[config.mk]
export PLATFORM = sky130hd
export DESIGN_NAME = fft_bfly_pipe
export DESIGN_NICKNAME = d
export VERILOG_FILES = /design/src/rtl/fft_bfly_pkg.sv /design/src/rtl/fft_bfly_pipe_cmul.sv /design/src/rtl/fft_bfly_pipe.sv
export SDC_FILE = /design/constraint.sdc
export NUM_CORES = 2
export LEC_CHECK = 0
export CAP_MARGIN = 20
export CORE_MARGIN = 4
export CORE_UTILIZATION = 35
export DETAILED_ROUTE_END_ITERATION = 12
export GPL_TIMING_DRIVEN = 1
export HOLD_SLACK_MARGIN = 0.06
export PLACE_DENSITY_LB_ADDON = 0.25
export SYNTH_ARGS = -nofsm -noshare
export SYNTH_HDL_FRONTEND = slang
export SYNTH_SLANG_ARGS = --single-unit
[constraint.sdc]
create_clock -name clk -period 19.8 [get_ports clk]
set_input_delay 4.95 -clock clk [delete_from_list [all_inputs] [get_ports clk]]
set_output_delay 4.95 -clock clk [all_outputs]
set_load 0.01 [all_outputs]
[src/rtl/fft_bfly_pkg.sv]
// Shared types, constants and saturating helpers for the pipelined radix-2 butterfly.
// Helpers work on 64-bit signed values; callers narrow the result to the target width.
package fft_bfly_pkg;

    typedef enum logic [1:0] {
        SCALE_NONE  = 2'd0,
        SCALE_FIXED = 2'd1,
        SCALE_BFP   = 2'd2
    } scale_mode_e;

    localparam int LATENCY = 3;

    function automatic logic signed [63:0] sat_to_width(input logic signed [63:0] x, input int w);
        logic signed [63:0] hi;
        logic signed [63:0] lo;
        logic signed [63:0] r;
        hi = (64'sd1 <<< (w - 1)) - 64'sd1;
        lo = -(64'sd1 <<< (w - 1));
        r  = x;
        if (x > hi) begin
            r = hi;
        end else if (x < lo) begin
            r = lo;
        end
        return r;
    endfunction

    // Negating the most negative w-bit value lands on the most positive one.
    function automatic logic signed [63:0] neg_sat(input logic signed [63:0] x, input int w);
        return sat_to_width(-x, w);
    endfunction

endpackage

[src/rtl/fft_bfly_pipe_cmul.sv]
// Two-stage complex multiply t = in1 * W (W conjugated for IFFT), advancing only on en.
// FFT_BFLY_ROUND_EN: round half-up on the shift back to sample scale, else truncate toward -inf.
module fft_cmul_pipe
    import fft_bfly_pkg::*;
#(
    parameter int DATA_WIDTH = 16,
    parameter int TW_WIDTH   = 16
) (
    input  logic                         clk,
    input  logic                         rst,
    input  logic                         en,
    input  logic                         fft_ifft,
    input  logic signed [DATA_WIDTH-1:0] c,
    input  logic signed [DATA_WIDTH-1:0] d,
    input  logic signed [TW_WIDTH-1:0]   tw_r,
    input  logic signed [TW_WIDTH-1:0]   tw_i,
    output logic signed [DATA_WIDTH:0]   t_r,
    output logic signed [DATA_WIDTH:0]   t_i
);
    localparam int PW = DATA_WIDTH + TW_WIDTH;

`ifdef FFT_BFLY_ROUND_EN
    localparam logic signed [PW:0] RND = (PW + 1)'(64'd1 << (TW_WIDTH - 2));
`else
    localparam logic signed [PW:0] RND = '0;
`endif

    logic signed [TW_WIDTH-1:0] f;
    logic signed [PW-1:0]       c_x, d_x, e_x, f_x;
    logic signed [PW-1:0]       ce, cf, de, df;
    logic signed [PW:0]         sum_r, sum_i;

    assign f   = fft_ifft ? TW_WIDTH'(neg_sat({{(64 - TW_WIDTH){tw_i[TW_WIDTH-1]}}, tw_i}, TW_WIDTH))
                          : tw_i;
    assign c_x = {{TW_WIDTH{c[DATA_WIDTH-1]}}, c};
    assign d_x = {{TW_WIDTH{d[DATA_WIDTH-1]}}, d};
    assign e_x = {{DATA_WIDTH{tw_r[TW_WIDTH-1]}}, tw_r};
    assign f_x = {{DATA_WIDTH{f[TW_WIDTH-1]}}, f};

    // One guard bit: CE - DF can exceed a single product's range when both operands are -1.0.
    assign sum_r = {ce[PW-1], ce} - {df[PW-1], df} + RND;
    assign sum_i = {cf[PW-1], cf} + {de[PW-1], de} + RND;

    always_ff @(posedge clk) begin
        if (rst) begin
            ce  <= '0;
            cf  <= '0;
            de  <= '0;
            df  <= '0;
            t_r <= '0;
            t_i <= '0;
        end else if (en) begin
            ce  <= c_x * e_x;
            cf  <= c_x * f_x;
            de  <= d_x * e_x;
            df  <= d_x * f_x;
            t_r <= (DATA_WIDTH + 1)'(sum_r >>> (TW_WIDTH - 1));
            t_i <= (DATA_WIDTH + 1)'(sum_i >>> (TW_WIDTH - 1));
        end
    end

endmodule

[src/rtl/fft_bfly_pipe.sv]
// Radix-2 DIT butterfly out0 = in0 + W*in1, out1 = in0 - W*in1; 3-cycle latency, 1 beat/cycle.
// Whole pipe stalls while out_valid & !out_ready (in_ready = en); FFT_BFLY_ROUND_EN enables rounding.
module fft_bfly_pipe
    import fft_bfly_pkg::*;
#(
    parameter int DATA_WIDTH = 16,
    parameter int TW_WIDTH   = 16
) (
    input  logic                         clk,
    input  logic                         rst,
    input  logic                         fft_ifft,
    input  logic [1:0]                   scale_mode,
    input  logic                         clr_sat,
    input  logic                         in_valid,
    output logic                         in_ready,
    input  logic signed [DATA_WIDTH-1:0] in0_r,
    input  logic signed [DATA_WIDTH-1:0] in0_i,
    input  logic signed [DATA_WIDTH-1:0] in1_r,
    input  logic signed [DATA_WIDTH-1:0] in1_i,
    input  logic signed [TW_WIDTH-1:0]   tw_r,
    input  logic signed [TW_WIDTH-1:0]   tw_i,
    output logic                         out_valid,
    input  logic                         out_ready,
    output logic signed [DATA_WIDTH-1:0] out0_r,
    output logic signed [DATA_WIDTH-1:0] out0_i,
    output logic signed [DATA_WIDTH-1:0] out1_r,
    output logic signed [DATA_WIDTH-1:0] out1_i,
    output logic                         out_scaled,
    output logic                         sat_sticky
);
    localparam int SW = DATA_WIDTH + 2;

`ifdef FFT_BFLY_ROUND_EN
    localparam logic signed [SW-1:0] HALF = SW'(1);
`else
    localparam logic signed [SW-1:0] HALF = '0;
`endif

    typedef struct packed {
        logic signed [DATA_WIDTH-1:0] re;
        logic signed [DATA_WIDTH-1:0] im;
    } cplx_t;

    logic                         en;
    logic                         s1_vld, s2_vld;
    cplx_t                        s1_in0, s2_in0;
    scale_mode_e                  mode_in, s1_mode, s2_mode;
    logic signed [DATA_WIDTH:0]   t_r, t_i;
    logic signed [SW-1:0]         in0r_x, in0i_x, tr_x, ti_x;
    logic signed [SW-1:0]         sum [4];
    logic signed [SW-1:0]         scl [4];
    logic signed [DATA_WIDTH-1:0] res [4];
    logic                         over, do_shift, sat_hit;

    function automatic logic fits(input logic signed [SW-1:0] v);
        logic signed [63:0] x;
        x = {{(64 - SW){v[SW-1]}}, v};
        return sat_to_width(x, DATA_WIDTH) == x;
    endfunction

    assign en       = !out_valid || out_ready;
    assign in_ready = en;

    always_comb begin
        case (scale_mode)
            2'd1:    mode_in = SCALE_FIXED;
            2'd2:    mode_in = SCALE_BFP;
            default: mode_in = SCALE_NONE;
        endcase
    end

    fft_cmul_pipe #(
        .DATA_WIDTH (DATA_WIDTH),
        .TW_WIDTH   (TW_WIDTH)
    ) u_cmul (
        .clk      (clk),
        .rst      (rst),
        .en       (en),
        .fft_ifft (fft_ifft),
        .c        (in1_r),
        .d        (in1_i),
        .tw_r     (tw_r),
        .tw_i     (tw_i),
        .t_r      (t_r),
        .t_i      (t_i)
    );

    // in0 and mode ride alongside the multiplier so they meet t in S3.
    always_ff @(posedge clk) begin
        if (rst) begin
            s1_vld  <= 1'b0;
            s2_vld  <= 1'b0;
            s1_in0  <= '0;
            s2_in0  <= '0;
            s1_mode <= SCALE_NONE;
            s2_mode <= SCALE_NONE;
        end else if (en) begin
            s1_vld  <= in_valid;
            s1_in0  <= {in0_r, in0_i};
            s1_mode <= mode_in;
            s2_vld  <= s1_vld;
            s2_in0  <= s1_in0;
            s2_mode <= s1_mode;
        end
    end

    always_comb begin
        in0r_x   = {{2{s2_in0.re[DATA_WIDTH-1]}}, s2_in0.re};
        in0i_x   = {{2{s2_in0.im[DATA_WIDTH-1]}}, s2_in0.im};
        tr_x     = {t_r[DATA_WIDTH], t_r};
        ti_x     = {t_i[DATA_WIDTH], t_i};
        sum[0]   = in0r_x + tr_x;
        sum[1]   = in0i_x + ti_x;
        sum[2]   = in0r_x - tr_x;
        sum[3]   = in0i_x - ti_x;
        over     = 1'b0;
        for (int k = 0; k < 4; k++) begin
            if (!fits(sum[k])) over = 1'b1;
        end
        // Block floating point: one shared shift decision for all four components.
        do_shift = (s2_mode == SCALE_FIXED) || ((s2_mode == SCALE_BFP) && over);
        sat_hit  = 1'b0;
        for (int k = 0; k < 4; k++) begin
            scl[k] = do_shift ? ((sum[k] + HALF) >>> 1) : sum[k];
            if (!fits(scl[k])) sat_hit = 1'b1;
            res[k] = DATA_WIDTH'(sat_to_width({{(64 - SW){scl[k][SW-1]}}, scl[k]}, DATA_WIDTH));
        end
    end

    always_ff @(posedge clk) begin
        if (rst) begin
            out_valid  <= 1'b0;
            out0_r     <= '0;
            out0_i     <= '0;
            out1_r     <= '0;
            out1_i     <= '0;
            out_scaled <= 1'b0;
            sat_sticky <= 1'b0;
        end else begin
            if (en) begin
                out_valid <= s2_vld;
                if (s2_vld) begin
                    out0_r     <= res[0];
                    out0_i     <= res[1];
                    out1_r     <= res[2];
                    out1_i     <= res[3];
                    out_scaled <= do_shift;
                end
            end
            if (en && s2_vld && sat_hit) begin
                sat_sticky <= 1'b1;
            end else if (clr_sat) begin
                sat_sticky <= 1'b0;
            end
        end
    end

endmodule
---- Word-level counts from Yosys, hierarchy flattened ----
Cells that the tools add are included.
word-level totals
  logic and storage cells ................. 104
  memory bits (writable) .................. 0
  bits in registers ....................... 299
  bits of input ports ..................... 104
  memory bits (read-only) ................. 0
  output and inout port bits .............. 68
  bits in latches ......................... 0
  memories ................................ 0
cells by class
  bitwise gates (word level) .............. 0
  div/mod/pow operators ................... 0
  magnitude comparators ................... 18
  eq/ne operators ......................... 12
  muxes and demuxes ....................... 34
  reduce and logical (&&, ||, !) cells .... 8
  $mul .................................... 4
  shifts and indexed selects .............. 0
  add/sub/neg operators ................... 7
operator list
  operator                                                          count
  two-way mux 64 bit                                                16
  equality test 64 x 18 -> 1 bit                                    8
  greater-than comparator 18 x 16 -> 1 bit (second input constant)  8
  < comparator 18 x 16 -> 1 bit (second input constant)             8
  multiplier 16 x 16 -> 32 bit                                      4
  two-way mux 17 bit                                                4
  greater-than comparator 64 x 16 -> 1 bit (second input constant)  1
  < comparator 64 x 16 -> 1 bit (second input constant)             1
  negation 16 -> 64 bit                                             1
  two-way mux 16 bit                                                3
  adder 16 x 17 -> 18 bit                                           2
  subtractor 16 x 17 -> 18 bit                                      2
  adder 32 bit                                                      1
  subtractor 32 bit                                                 1
  two-way mux 1 bit                                                 10
  equality test 2 x 1 -> 1 bit (second input constant)              2
  equality test 2 bit (second input constant)                       2
  one-hot mux 2 bit (2 select lines)                                1
  logical AND 1 bit                                                 3
  logical OR 1 bit                                                  2
  AND reduction 2 bit                                               1
  nonzero test 2 bit                                                1
  logical NOT 1 bit                                                 1

---- Logic depth before layout (Yosys ltp) ----
  depth after elaboration ................. 22
  depth in mapped cells ................... 43
  gate-level depth less buffers ........... 41

---- Modules after synthesis ----
Synthesis repeated with hierarchy kept, for this count alone.
unflattened totals
  cells, all modules ...................... 6,845
  area, all modules ....................... 58,660.0 um2
by module, submodules not included
  module         sequential area each (um2)  instances  cells an instance  area an instance (um2)
  fft_cmul_pipe  3,243.1                     1          5,407              48,082.4
  fft_bfly_pipe  2,742.6                     1          1,438              10,577.6

---- Worst setup path before layout ----
Ideal clock, no wire load.
  path type ............................... in2reg
  start point ............................. in tw_i[2]
  end point ............................... reg u_cmul.df[31]
  path buffers ............................ 2
  library setup time ...................... 117 ps
  arrival time ............................ 15,243 ps
  cell stages on the path ................. 39
  data required time ...................... 19,683 ps
  path slack .............................. 4,440 ps
  cells stage by stage .................... or3_1 > or3_1 > or3_1 > or3_1 > or3_1 > nor3_4 > nand2_1 > ha_1 > nor2_1 > nand3_1 > or4_1 > o41a_2 > buf_4 > o21ai_0 > a22o_1 > clkbuf_1 > nand2_1 > fa_1 > (+3 left out) > fa_1 > fa_1 > inv_1 > fa_1 > fa_1 > ha_1 > a21o_1 > a21oi_1 > nor3b_1 > o31ai_1 > a21oi_1 > o211ai_1 > a41o_1 > a31o_2 > a21o_1 > a221o_1 > xnor2_1 > a22o_1
between the ends
  word-level cells in the longest chain between the ends .. 6
  elaborated cells on any way between the ends .. 7
  classes of those cells .................. add/sub: 1; mul: 1; order compare: 2; mux: 3
ends and longest elaborated chain
  element                         RTL line                  source
  from (decl)                     fft_bfly_pipe.sv:21       input logic signed [TW_WIDTH-1:0] tw_i,
  negation 16 -> 64 bit           fft_bfly_pkg.sv:30        return sat_to_width(-x, w);
  < comparator 64 x 16 -> 1 bit   fft_bfly_pkg.sv:22        end else if (x < lo) begin
  two-way mux 16 bit              fft_bfly_pkg.sv:22
  two-way mux 16 bit              fft_bfly_pkg.sv:20        if (x > hi) begin
  two-way mux 16 bit *            fft_bfly_pipe_cmul.sv:33  assign f = fft_ifft ? TW_WIDTH'(neg_sat({{(64 - TW_WIDTH){tw_i[TW_WIDTH-1]}}, tw_i}, TW_WIDTH))
  multiplier 16 x 16 -> 32 bit *  fft_bfly_pipe_cmul.sv:56  df <= d_x * f_x;
  to (signal assigned)            fft_bfly_pipe_cmul.sv:56
  to (decl)                       fft_bfly_pipe_cmul.sv:30  logic signed [PW-1:0] ce, cf, de, df;
Every way passes the cells marked *; elsewhere a longest branch is shown, timed or not.
A chain may end at the register's enable or synchronous reset.

---- Final worst setup path ----
  start point ............................. in tw_i[0]
  end point ............................... reg u_cmul.cf[31]
between the ends
  word-level cells in the longest chain between the ends .. 6
  elaborated cells on any way between the ends .. 7
  classes of those cells .................. add/sub: 1; mul: 1; order compare: 2; mux: 3
ends and longest elaborated chain
  element                         RTL line                  source
  negation 16 -> 64 bit           fft_bfly_pkg.sv:30
  < comparator 64 x 16 -> 1 bit   fft_bfly_pkg.sv:22
  two-way mux 16 bit              fft_bfly_pkg.sv:22
  two-way mux 16 bit              fft_bfly_pkg.sv:20
  two-way mux 16 bit *            fft_bfly_pipe_cmul.sv:33
  multiplier 16 x 16 -> 32 bit *  fft_bfly_pipe_cmul.sv:54  cf <= c_x * f_x;
  to (signal assigned)            fft_bfly_pipe_cmul.sv:54
  to (decl)                       fft_bfly_pipe_cmul.sv:30
Marked as above.

==> metrics <==
drt wl/cell 18.5 um; largest area contributor in the netlist fa_1; die height 413 um; Placed Area 0.0610 mm2; H-tree depth 2; crit path launch type input port; crit path max-delay cell type a22o_2; leading register cell type out of synthesis dfxtp_1; CORE AREA 0.163 mm2; non-filler cells, final 8852; CP most frequent cell fa_1; RSZ-0062 raised after global routing false; Worst Max-Slew Pin Slew 1.12 ns; most frequent cells in the layout inv_1 (1185), fa_1 (1052), nand2_1 (1012), ha_1 (481), and2_1 (396); Placed Cells incl. Taps 8774; fmax 59.9 MHz; final global-route overflow total 0; vias in the first global route 46795; clock root cell clkbuf_16; IO buf count 171; share of layout cells above drive strength 1 0.0315; # Post-CTS Setup Buffers 0; DRT iter0 DRCs 2896; crit path time final 16.71 ns; Hold Violations, Final 0; total negative slack 0 ns; Syn Inst Count 6694; hold slack 0.450 ns; worst min-delay path category reg -> reg; CP endpoint kind flip-flop; largest cells by area after synthesis fa_1 (37%), ha_1 (11%), dfxtp_1 (10%); FF+latch count, synth 299; worst hold stages 2; CTS tree yes; CP peak stage delay 0.86 ns; # fillers 16641; max-slew violation count 0; RePlAce Congestion 0.854; TritonCTS Buffers 42; FF-to-FF End sat_sticky$_SDFFE_PP0P_; # rows 148; Syn Std Cell Area 0.0573 mm2; Data required, critical path 20.26 ns; Reg2Reg Setup Slack 13.11 ns; clk slew on worst S/H paths 0.06 ns; Layout area overhead 8.99%; # DRC 0; gr usage total 0.196; crit path kind in -> reg; initial antenna violation count 4; ANT nets after route 0; r2r worst-path depth 22; CTS max path bufs 3; post-synth net total 8331; CP Max Fanout 32; EDFF count, synth 0; clk_skew 0.0414 ns; syn avg cell area 8.56 um2; DR vias 44141; initial core utilization 0.352; DR vias/cell 4.99; hold path start s1_in0[12]$_SDFFE_PP0N_; Netlist cell types 85; post-DP HPWL 125000 um; final instance area 0.0624 mm2; num ports 172; area of the multi-input gates 0.0455 mm2; WL final 163000 um; CTS resizes 0; post-synthesis sequential area ratio 0.104; clk sinks 299; global-route wire length before repair 264000 um; outcome finished clean; crit path from tw_i[0]; Worst Hold End s1_in0[12]$_SDFFE_PP0N_; worst path arrival time 17.16 ns; Final period util 0.844; reported max-cap violation count 0; Die ar. 0.170 mm2; Synthesis Warnings 0; largest net degree at the start of global routing 145; Die W 413 um; asr flop ratio synth 0; final setup fails 0; worst skew pair latency 0.61 ns; sequential cell area 0.00599 mm2; Hold-fix buffers, CTS 0; top cell type's share of synthesized area 0.368; drt pass-1 iters 7; Slew HR 0.244; RR Startpoint u_cmul.t_i[10]$_SDFFE_PP0N_; commonest non-fill, non-tap cell in the layout inv_1; nets 8281
## cell usage after synthesis, drive strengths merged (10+ instances only)
library cell  instances
nor3                101
nor4                 23
inv                1186
o211ai               19
or2                  18
nand2b               97
fa                 1052
o31ai                21
nand4                17
a211oi               58
mux2i                56
dfxtp               299
or3                  35
a211o                13
xor2                 52
nand2              1012
o41ai                10
nor2                312
xnor2               163
a21o                 55
nand3                54
a22o                 37
a2111oi              12
o21a                 60
buf                  42
a21oi               350
o31a                 10
and3                 26
a31oi                19
clkbuf              306
o2111ai              10
nor2b                58
o21ai                92
o21bai               33
ha                  481
and2                397
## area by class of cell
class	count	area share
multi-input cells	4861	0.729
clock inverters	20	0.00395
repair buffers	254	0.0375
clock buffers	52	0.0182
diodes	5	0.000200
flip-flops and latches	299	0.0959
well taps	2175	0.0436
inverters	1186	0.0714
## cells by family (layout without fill, tap and decap cells)
kind of cell               Yosys count  in the layout  synth area share
xor gates and xnor gates           215            215            0.0329
other                                0              5                 0
AOI/OAI and AO/OA                  865            865            0.0983
buffers and inverters             1534           1512             0.102
adders and majority gates         1533           1533             0.473
muxes                               61             61            0.0108
DFF                                299            299             0.104
and+or+nand+nor                   2187           2187             0.179
## stage by stage
| step | setup WS [ns] | utilization |
|---|---|---|
| global placement | 2.76 | 0.375 |
| detailed placement | 2.57 | 0.375 |
| global route | 2.35 | 0.384 |
| floorplan | 4.44 | - |
| CTS | 3.18 | 0.384 |
| finish | 3.09 | 0.384 |
## worst max path at each step
stage                                            end  slack (ns)  cells past startpoint
after floorplan           u_cmul.df[31]$_SDFFE_PP0N_        4.44                     39
after global placement    u_cmul.df[31]$_SDFFE_PP0N_        2.76                     41
after detailed placement  u_cmul.cf[31]$_SDFFE_PP0N_        2.57                     40
after CTS                 u_cmul.cf[31]$_SDFFE_PP0N_        3.18                     40
after global routing      u_cmul.cf[31]$_SDFFE_PP0N_        2.35                     40
final                     u_cmul.cf[31]$_SDFFE_PP0N_        3.09                     40
## worst max-delay path, delay by kind of cell
kind	cells	cell delay, ns
adders and majority gates	9	3.86
AOI/OAI and AO/OA	12	3.92
xor gates and xnor gates	1	0.09
buffers and inverters	6	0.72
and+or+nand+nor	12	3.58
## sequential cells by signal, indices dropped and copies added (netlist names), 2 cells and up
register,flops
u_cmul.cf,32
s1_in0,32
s2_mode,2
u_cmul.de,32
in0i_x,16
u_cmul.df,32
u_cmul.t_i,17
in0r_x,16
u_cmul.ce,32
out1_i,16
u_cmul.t_r,17
s1_mode,2
out0_i,16
out1_r,16
out0_r,16
## routing by layer
layer / part of all wire / track usage
met5: 0.000080 / 0
met4: 0.024 / 0.0463
met3: 0.052 / 0.0227
met2: 0.46 / 0.323
met1: 0.46 / 0.274
Power is left out: the tool's default activity adds up to more than one toggle a clock period on the data nets, which glitch-free logic cannot reach.
